===== config.mk =====
export PLATFORM = sky130hd
export DESIGN_NAME = pid_multi
export DESIGN_NICKNAME = d
export VERILOG_FILES = /design/src/rtl/pid_multi.sv
export SDC_FILE = /design/constraint.sdc
export NUM_CORES = 1
export LEC_CHECK = 0
export ABC_AREA = 0
export CORE_ASPECT_RATIO = 1.2
export CORE_UTILIZATION = 35
export CTS_CLUSTER_DIAMETER = 60
export CTS_CLUSTER_SIZE = 25
export DETAILED_ROUTE_END_ITERATION = 12
export DONT_BUFFER_PORTS = 1
export PLACE_DENSITY_LB_ADDON = 0.12
export SETUP_SLACK_MARGIN = 0.2
export SYNTH_ARGS = -nofsm -noshare
export SYNTH_HDL_FRONTEND = slang
export SYNTH_SLANG_ARGS = --single-unit

===== constraint.sdc =====
create_clock -name CLK -period 11 [get_ports CLK]
set_clock_uncertainty 0.05 [all_clocks]
set_input_delay 0.55 -clock CLK [delete_from_list [all_inputs] [get_ports CLK]]
set_output_delay 0.55 -clock CLK [all_outputs]
set_load 0.03 [all_outputs]

===== src/rtl/pid_multi.sv =====
// pid_multi: time-multiplexed multi-channel fixed-point PID controller.
// One shared signed multiplier serves all loops. Each channel keeps its own
// integral, previous error and output-saturation flags. A computation walks
// ERR -> MUL_P -> MUL_I -> MUL_D -> SUM -> DONE, one cycle per state.
module pid_multi #(
  parameter int               WIDTH    = 12,
  parameter int               FRAC     = 4,
  parameter int               CHANNELS = 2,
  parameter int               CH_W     = (CHANNELS > 1) ? $clog2(CHANNELS) : 1,
  parameter logic [WIDTH-1:0] MAX_OUT  = 12'h3F0,
  parameter logic [WIDTH-1:0] MIN_OUT  = 12'h000,
  parameter logic [WIDTH-1:0] INT_MAX  = 12'h200
) (
  input  logic             CLK,
  input  logic             RST_n,
  input  logic             start,
  input  logic             clr,
  input  logic [CH_W-1:0]  ch,
  input  logic [WIDTH-1:0] kp,
  input  logic [WIDTH-1:0] ki,
  input  logic [WIDTH-1:0] kd,
  input  logic [WIDTH-1:0] Setpoint,
  input  logic [WIDTH-1:0] measured_value,
  output logic             busy,
  output logic [WIDTH-1:0] response,
  output logic [CH_W-1:0]  resp_ch,
  output logic             computed
);

  localparam int PW = 2 * WIDTH;

  // Clamp limits widened to the WIDTH+2 domain of the sum and integral.
  localparam logic signed [WIDTH+1:0] MAX_X = $signed({{2{MAX_OUT[WIDTH-1]}}, MAX_OUT});
  localparam logic signed [WIDTH+1:0] MIN_X = $signed({{2{MIN_OUT[WIDTH-1]}}, MIN_OUT});
  localparam logic signed [WIDTH+1:0] INT_X = $signed({2'b00, INT_MAX});
  localparam logic signed [WIDTH+1:0] INT_NX = -INT_X;

  typedef enum logic [2:0] {
    S_IDLE, S_ERR, S_MULP, S_MULI, S_MULD, S_SUM, S_DONE
  } state_t;

  // Saturate a WIDTH+1 signed difference to WIDTH.
  function automatic logic signed [WIDTH-1:0] sat_e(input logic signed [WIDTH:0] x);
    if (x[WIDTH] != x[WIDTH-1])
      sat_e = x[WIDTH] ? {1'b1, {(WIDTH-1){1'b0}}} : {1'b0, {(WIDTH-1){1'b1}}};
    else
      sat_e = x[WIDTH-1:0];
  endfunction

  // Drop FRAC bits (arithmetic shift, truncation toward -inf), saturate to WIDTH.
  function automatic logic signed [WIDTH-1:0] sat_prod(input logic signed [PW-1:0] p);
    logic signed [PW-1:0] sh;
    logic                 fits;
    sh   = p >>> FRAC;
    fits = (&sh[PW-1:WIDTH-1]) | ~(|sh[PW-1:WIDTH-1]);
    if (!fits)
      sat_prod = sh[PW-1] ? {1'b1, {(WIDTH-1){1'b0}}} : {1'b0, {(WIDTH-1){1'b1}}};
    else
      sat_prod = sh[WIDTH-1:0];
  endfunction

  // Clamp the integral candidate to +/-INT_MAX.
  function automatic logic signed [WIDTH-1:0] clamp_int(input logic signed [WIDTH+1:0] x);
    if (x > INT_X)
      clamp_int = INT_X[WIDTH-1:0];
    else if (x < INT_NX)
      clamp_int = INT_NX[WIDTH-1:0];
    else
      clamp_int = x[WIDTH-1:0];
  endfunction

  // Clamp the P+I+D sum to [MIN_OUT, MAX_OUT].
  function automatic logic signed [WIDTH-1:0] clamp_out(input logic signed [WIDTH+1:0] x);
    if (x > MAX_X)
      clamp_out = MAX_OUT;
    else if (x < MIN_X)
      clamp_out = MIN_OUT;
    else
      clamp_out = x[WIDTH-1:0];
  endfunction

  state_t r_state, w_next;

  // Latched request
  logic [CH_W-1:0]         r_ch;
  logic signed [WIDTH-1:0] r_kp, r_ki, r_kd, r_sp, r_mv;

  // Intermediate terms
  logic signed [WIDTH-1:0] r_e, r_d, r_p, r_i, r_dt, r_s;

  // Per-channel state
  logic signed [WIDTH-1:0] r_integ [CHANNELS];
  logic signed [WIDTH-1:0] r_prev  [CHANNELS];
  logic [CHANNELS-1:0]     r_sat_hi, r_sat_lo;

  logic                    w_ch_ok, w_accept, w_clr_acc, w_hold;
  logic signed [WIDTH:0]   w_e_wide, w_d_wide;
  logic signed [WIDTH-1:0] w_e, w_d, w_icand;
  logic signed [WIDTH+1:0] w_i_wide, w_s_wide;
  logic signed [WIDTH-1:0] w_ma, w_mb;
  logic signed [PW-1:0]    w_prod;

  assign w_ch_ok   = ({1'b0, ch} < (CH_W+1)'(CHANNELS));
  assign w_accept  = (r_state == S_IDLE) && start && w_ch_ok;
  assign w_clr_acc = (r_state == S_IDLE) && clr && w_ch_ok;

  // Error, derivative and integral candidate for the latched channel.
  assign w_e_wide = $signed({r_sp[WIDTH-1], r_sp}) - $signed({r_mv[WIDTH-1], r_mv});
  assign w_e      = sat_e(w_e_wide);
  assign w_d_wide = $signed({w_e[WIDTH-1], w_e}) - $signed({r_prev[r_ch][WIDTH-1], r_prev[r_ch]});
  assign w_d      = sat_e(w_d_wide);
  assign w_i_wide = $signed({{2{r_integ[r_ch][WIDTH-1]}}, r_integ[r_ch]})
                  + $signed({{2{w_e[WIDTH-1]}}, w_e});
  assign w_icand  = clamp_int(w_i_wide);
  // Anti-windup: stop integrating further into a saturated output.
  assign w_hold   = (r_sat_hi[r_ch] && !w_e[WIDTH-1] && (w_e != '0))
                 || (r_sat_lo[r_ch] && w_e[WIDTH-1]);

  assign w_s_wide = $signed({{2{r_p[WIDTH-1]}}, r_p})
                  + $signed({{2{r_i[WIDTH-1]}}, r_i})
                  + $signed({{2{r_dt[WIDTH-1]}}, r_dt});

  // Shared multiplier operand select, one product per MUL state.
  always_comb begin
    w_ma = '0;
    w_mb = '0;
    case (r_state)
      S_MULP: begin w_ma = r_kp; w_mb = r_e;            end
      S_MULI: begin w_ma = r_ki; w_mb = r_integ[r_ch];  end
      S_MULD: begin w_ma = r_kd; w_mb = r_d;            end
      default: ;
    endcase
  end

  assign w_prod = $signed({{WIDTH{w_ma[WIDTH-1]}}, w_ma})
                * $signed({{WIDTH{w_mb[WIDTH-1]}}, w_mb});

  // FSM state register.
  always_ff @(posedge CLK) begin
    if (!RST_n) r_state <= S_IDLE;
    else        r_state <= w_next;
  end

  // FSM next-state logic: fixed walk once a request is accepted.
  always_comb begin
    w_next = r_state;
    case (r_state)
      S_IDLE:  if (w_accept) w_next = S_ERR;
      S_ERR:   w_next = S_MULP;
      S_MULP:  w_next = S_MULI;
      S_MULI:  w_next = S_MULD;
      S_MULD:  w_next = S_SUM;
      S_SUM:   w_next = S_DONE;
      S_DONE:  w_next = S_IDLE;
      default: w_next = S_IDLE;
    endcase
  end

  // FSM outputs.
  always_comb begin
    busy = (r_state != S_IDLE);
  end

  // Datapath registers; contents are don't-care outside a computation.
  always_ff @(posedge CLK) begin
    // request capture
    if (w_accept) begin
      r_ch <= ch;
      r_kp <= $signed(kp);
      r_ki <= $signed(ki);
      r_kd <= $signed(kd);
      r_sp <= $signed(Setpoint);
      r_mv <= $signed(measured_value);
    end
    // error stage
    if (r_state == S_ERR) begin
      r_e <= w_e;
      r_d <= w_d;
    end
    // multiply stages
    if (r_state == S_MULP) r_p  <= sat_prod(w_prod);
    if (r_state == S_MULI) r_i  <= sat_prod(w_prod);
    if (r_state == S_MULD) r_dt <= sat_prod(w_prod);
    // sum stage
    if (r_state == S_SUM)  r_s  <= clamp_out(w_s_wide);
  end

  // Per-channel state: clear, integrate/remember error, saturation flags.
  always_ff @(posedge CLK) begin
    if (!RST_n) begin
      for (int i = 0; i < CHANNELS; i++) begin
        r_integ[i] <= '0;
        r_prev[i]  <= '0;
      end
      r_sat_hi <= '0;
      r_sat_lo <= '0;
    end else begin
      if (w_clr_acc) begin
        r_integ[ch]  <= '0;
        r_prev[ch]   <= '0;
        r_sat_hi[ch] <= 1'b0;
        r_sat_lo[ch] <= 1'b0;
      end
      if (r_state == S_ERR) begin
        r_prev[r_ch] <= w_e;
        if (!w_hold) r_integ[r_ch] <= w_icand;
      end
      if (r_state == S_SUM) begin
        r_sat_hi[r_ch] <= (w_s_wide > MAX_X);
        r_sat_lo[r_ch] <= (w_s_wide < MIN_X);
      end
    end
  end

  // Result registers: response holds until the next DONE.
  always_ff @(posedge CLK) begin
    if (!RST_n) begin
      response <= '0;
      resp_ch  <= '0;
      computed <= 1'b0;
    end else begin
      computed <= (r_state == S_DONE);
      if (r_state == S_DONE) begin
        response <= r_s;
        resp_ch  <= r_ch;
      end
    end
  end

endmodule


==> results.tsv <==
metric	value	unit
crit_chain	nor2b_2 > buf_4 > and2_2 > buf_4 > a21oi_1 > nand2b_1 > fa_1 > fa_1 > inv_1 > fa_1 > fa_1 > inv_1 > fa_1 > inv_1 > ha_1 > a211oi_1 > a2bb2oi_1 > o21ai_1 > and3_1 > o21ai_1 > a22oi_1 > xor2_1 > o41a_1 > a21o_1	
die_w	198	um
multi_input_area	9220	um2
final_common_cell	inv_1	
grt_pass1_vias	11400	
cpMaxStageDelayCell	o41a_1	
grt_overflow	0	
cts_buffers	21	
clockRootBuffer	clkbuf_16	
cp.required	11230	ps
layout_common_cells	inv_1, edfxtp_1, fa_1	
io_buffers	0	
grt_pass1_wl	63500	um
groute.usage.overall	17.7	%
relSlewSlack	32.2	%
hold_buffers	0	
dr.pass1.iters	4	
vias	10900	
crit_fanout	30	
reg_top3	r_integ x24, r_prev x24	
syn_area	16100	um2
viasPerCell	5.06	
fin_crit_sh	74.1	%
synth_compound_area_share	12.5	%
fin_crit	8150	ps
core	45100	um2
cts_setup_buffers	0	
fillers	4531	
die_area	46900	um2
arrival	8390	ps
setup_violations	0	
clock_latency	530	ps
ff_latch_area	5880	um2
routedWlPerCell	18.7	um
muxShareOfSynthArea	2.04	%
antenna_found_initial	0	
start_util	35.7	%
hold_viol	0	
hp-class	in -> reg	
synth-simple-area-share	12.7	%
final_layout_size_suffix_gt1_share	7.07	%
startpoint_type	flip-flop	
yosysSeqAreaShare	36.5	%
synth_flop_cell	edfxtp_1	
antennaDiodeCount	0	
crit_top_cell	fa_1	
power.total	0.00274	W
yosysWarnings	0	
rows	85	
place_congestion	0.829	
ys_types	80	
cts_max_level	1	
critPathCaptureType	flip-flop	
timing.fmax	0.123	GHz
post_cts_resized	0	
top_level_ports	80	
power_density	157	nW/um2
synth_edf_count	181	
cts_tree	built	
slowest_delay	620	ps
ant_nets	0	
ir_drop	0.174	mV
synth_xor_area_share	2.99	%
slew_violations	0	
finalSetupTns	0	ps
grt_start_max_net_pins	61	
synthCells	1539	
place_inst	2113	
clockBufferDepth	3	
fin_nets	1842	
cts.sinks	203	
worstMarginPinSlew	1020	ps
drc	0	
die_y	237	um
synth.avg_cell_area	10.5	um2
routed_wl	40300	um
drt_first_iter_violations	525	
synth_top_family_by_area	adder cells	
synth_async_sr_flop_share	0	%
ys_ff_latch	203	
maxCapViolations	0	
synth_fa_ha_area_share	26.9	%
instances_no_fill	2151	
status	completed	
path_clk_slew	70	ps
rsz0062_at_grt	no	
area_growth	8.48	%
crit_type	reg -> reg	
p_leak	7.28	nW
dp_hpwl	32100	um
[worst max-delay path: cells and delay by family (launching register included)]
kind                     cells  cell delay [ps]
flip-flops                   1              420
XOR/XNOR                     1              170
AND/OR/NAND/NOR              4             1220
adder cells (fa/ha/maj)      6             3060
AO/OA/AOI/OAI                8             2080
buffers and inverters        5              860
[worst paths after layout]
kind                                start                       end  slack [ps]  cells after the start
hold / removal                         ch            r_ch$_DFFE_PP_          60                      0
hold reg to reg      r_s[1]$_SDFFCE_PP0P_  response[1]$_SDFFE_PN0P_         480                      2
setup reg to reg  r_state[1]$_SDFFE_PN0P_          r_i[0]$_DFFE_PN_        2850                     24
setup / recovery  r_state[1]$_SDFFE_PN0P_          r_i[0]$_DFFE_PN_        2850                     24
[where the power goes]
| group | internal [W] | total, W | leakage [nW] | switching (W) |
|---|---|---|---|---|
| clock | 0.000374 | 0.000710 | 0.336 | 0.000336 |
| combinational | 0.000381 | 0.00103 | 5.03 | 0.000653 |
| sequential | 0.000970 | 0.000991 | 1.92 | 0.0000212 |
| total | 0.00173 | 0.00274 | 7.28 | 0.00101 |
[kinds of logic (layout without fill, tap and decap cells)]
family / after synthesis / count (layout)
simple gates: 432 / 432
xor+xnor: 55 / 55
compound gates: 298 / 298
fa+ha+maj: 254 / 254
flops: 203 / 203
mux: 29 / 29
other cells: 1 / 2
buf+inv: 267 / 269
[Yosys cell counts (5+ instances only)]
cell,n,area [um2]
inv_1,213,800
edfxtp_1,181,5440
fa_1,154,3080
nor2_1,137,514
nand2_1,136,510
ha_1,96,1200
a21oi_1,76,380
o21ai_0,47,235
clkbuf_1,46,173
xnor2_1,38,333
a21o_1,34,255
a22oi_1,25,188
nand3_1,25,125
dfxtp_1,22,440
nor2b_1,21,131
nor3_1,21,105
o21a_1,19,143
a21boi_0,18,135
nand2b_1,18,113
xor2_1,17,149
mux2_2,16,180
nor3b_1,15,113
mux2i_1,11,110
and2_1,10,62.6
o21ai_1,9,45.0
a211oi_1,8,60.1
o211ai_1,8,60.1
and3_1,7,43.8
nor4_1,7,43.8
or3_1,7,43.8
or2_2,6,37.5
a41o_1,5,50.1
o31ai_1,5,37.5
[stage by stage]
step	hold WS [ps]	worst slack [ps]	area, um2	utilization, %
floorplan	446	3340	16100	-
finish	58.2	2850	17500	38.7
global placement	451	2950	16800	37.2
detailed placement	469	2800	16800	37.2
CTS	31.4	2780	17500	38.7
global route	28.1	2280	17500	38.7
[layer usage]
metal / global-route usage (%) / share of wire (%) / vias to the layer above
li1: - / - / 5228
met1: 21.1 / 41 / 5421
met2: 32.3 / 53 / 159
met3: 1.88 / 2.7 / 67
met4: 6.69 / 3.8 / 0
met5: 0 / 0 / -
[layout make-up]
class	instances	share of cell area [%]
Tap cell	609	4.36
Timing Repair Buffer	16	0.688
Inverter	215	4.63
Clock inverter	15	0.802
Clock buffer	23	3.11
Sequential cell	203	33.6
Multi-Input combinational cell	1070	52.8
(Power assumes the default switching activity.)
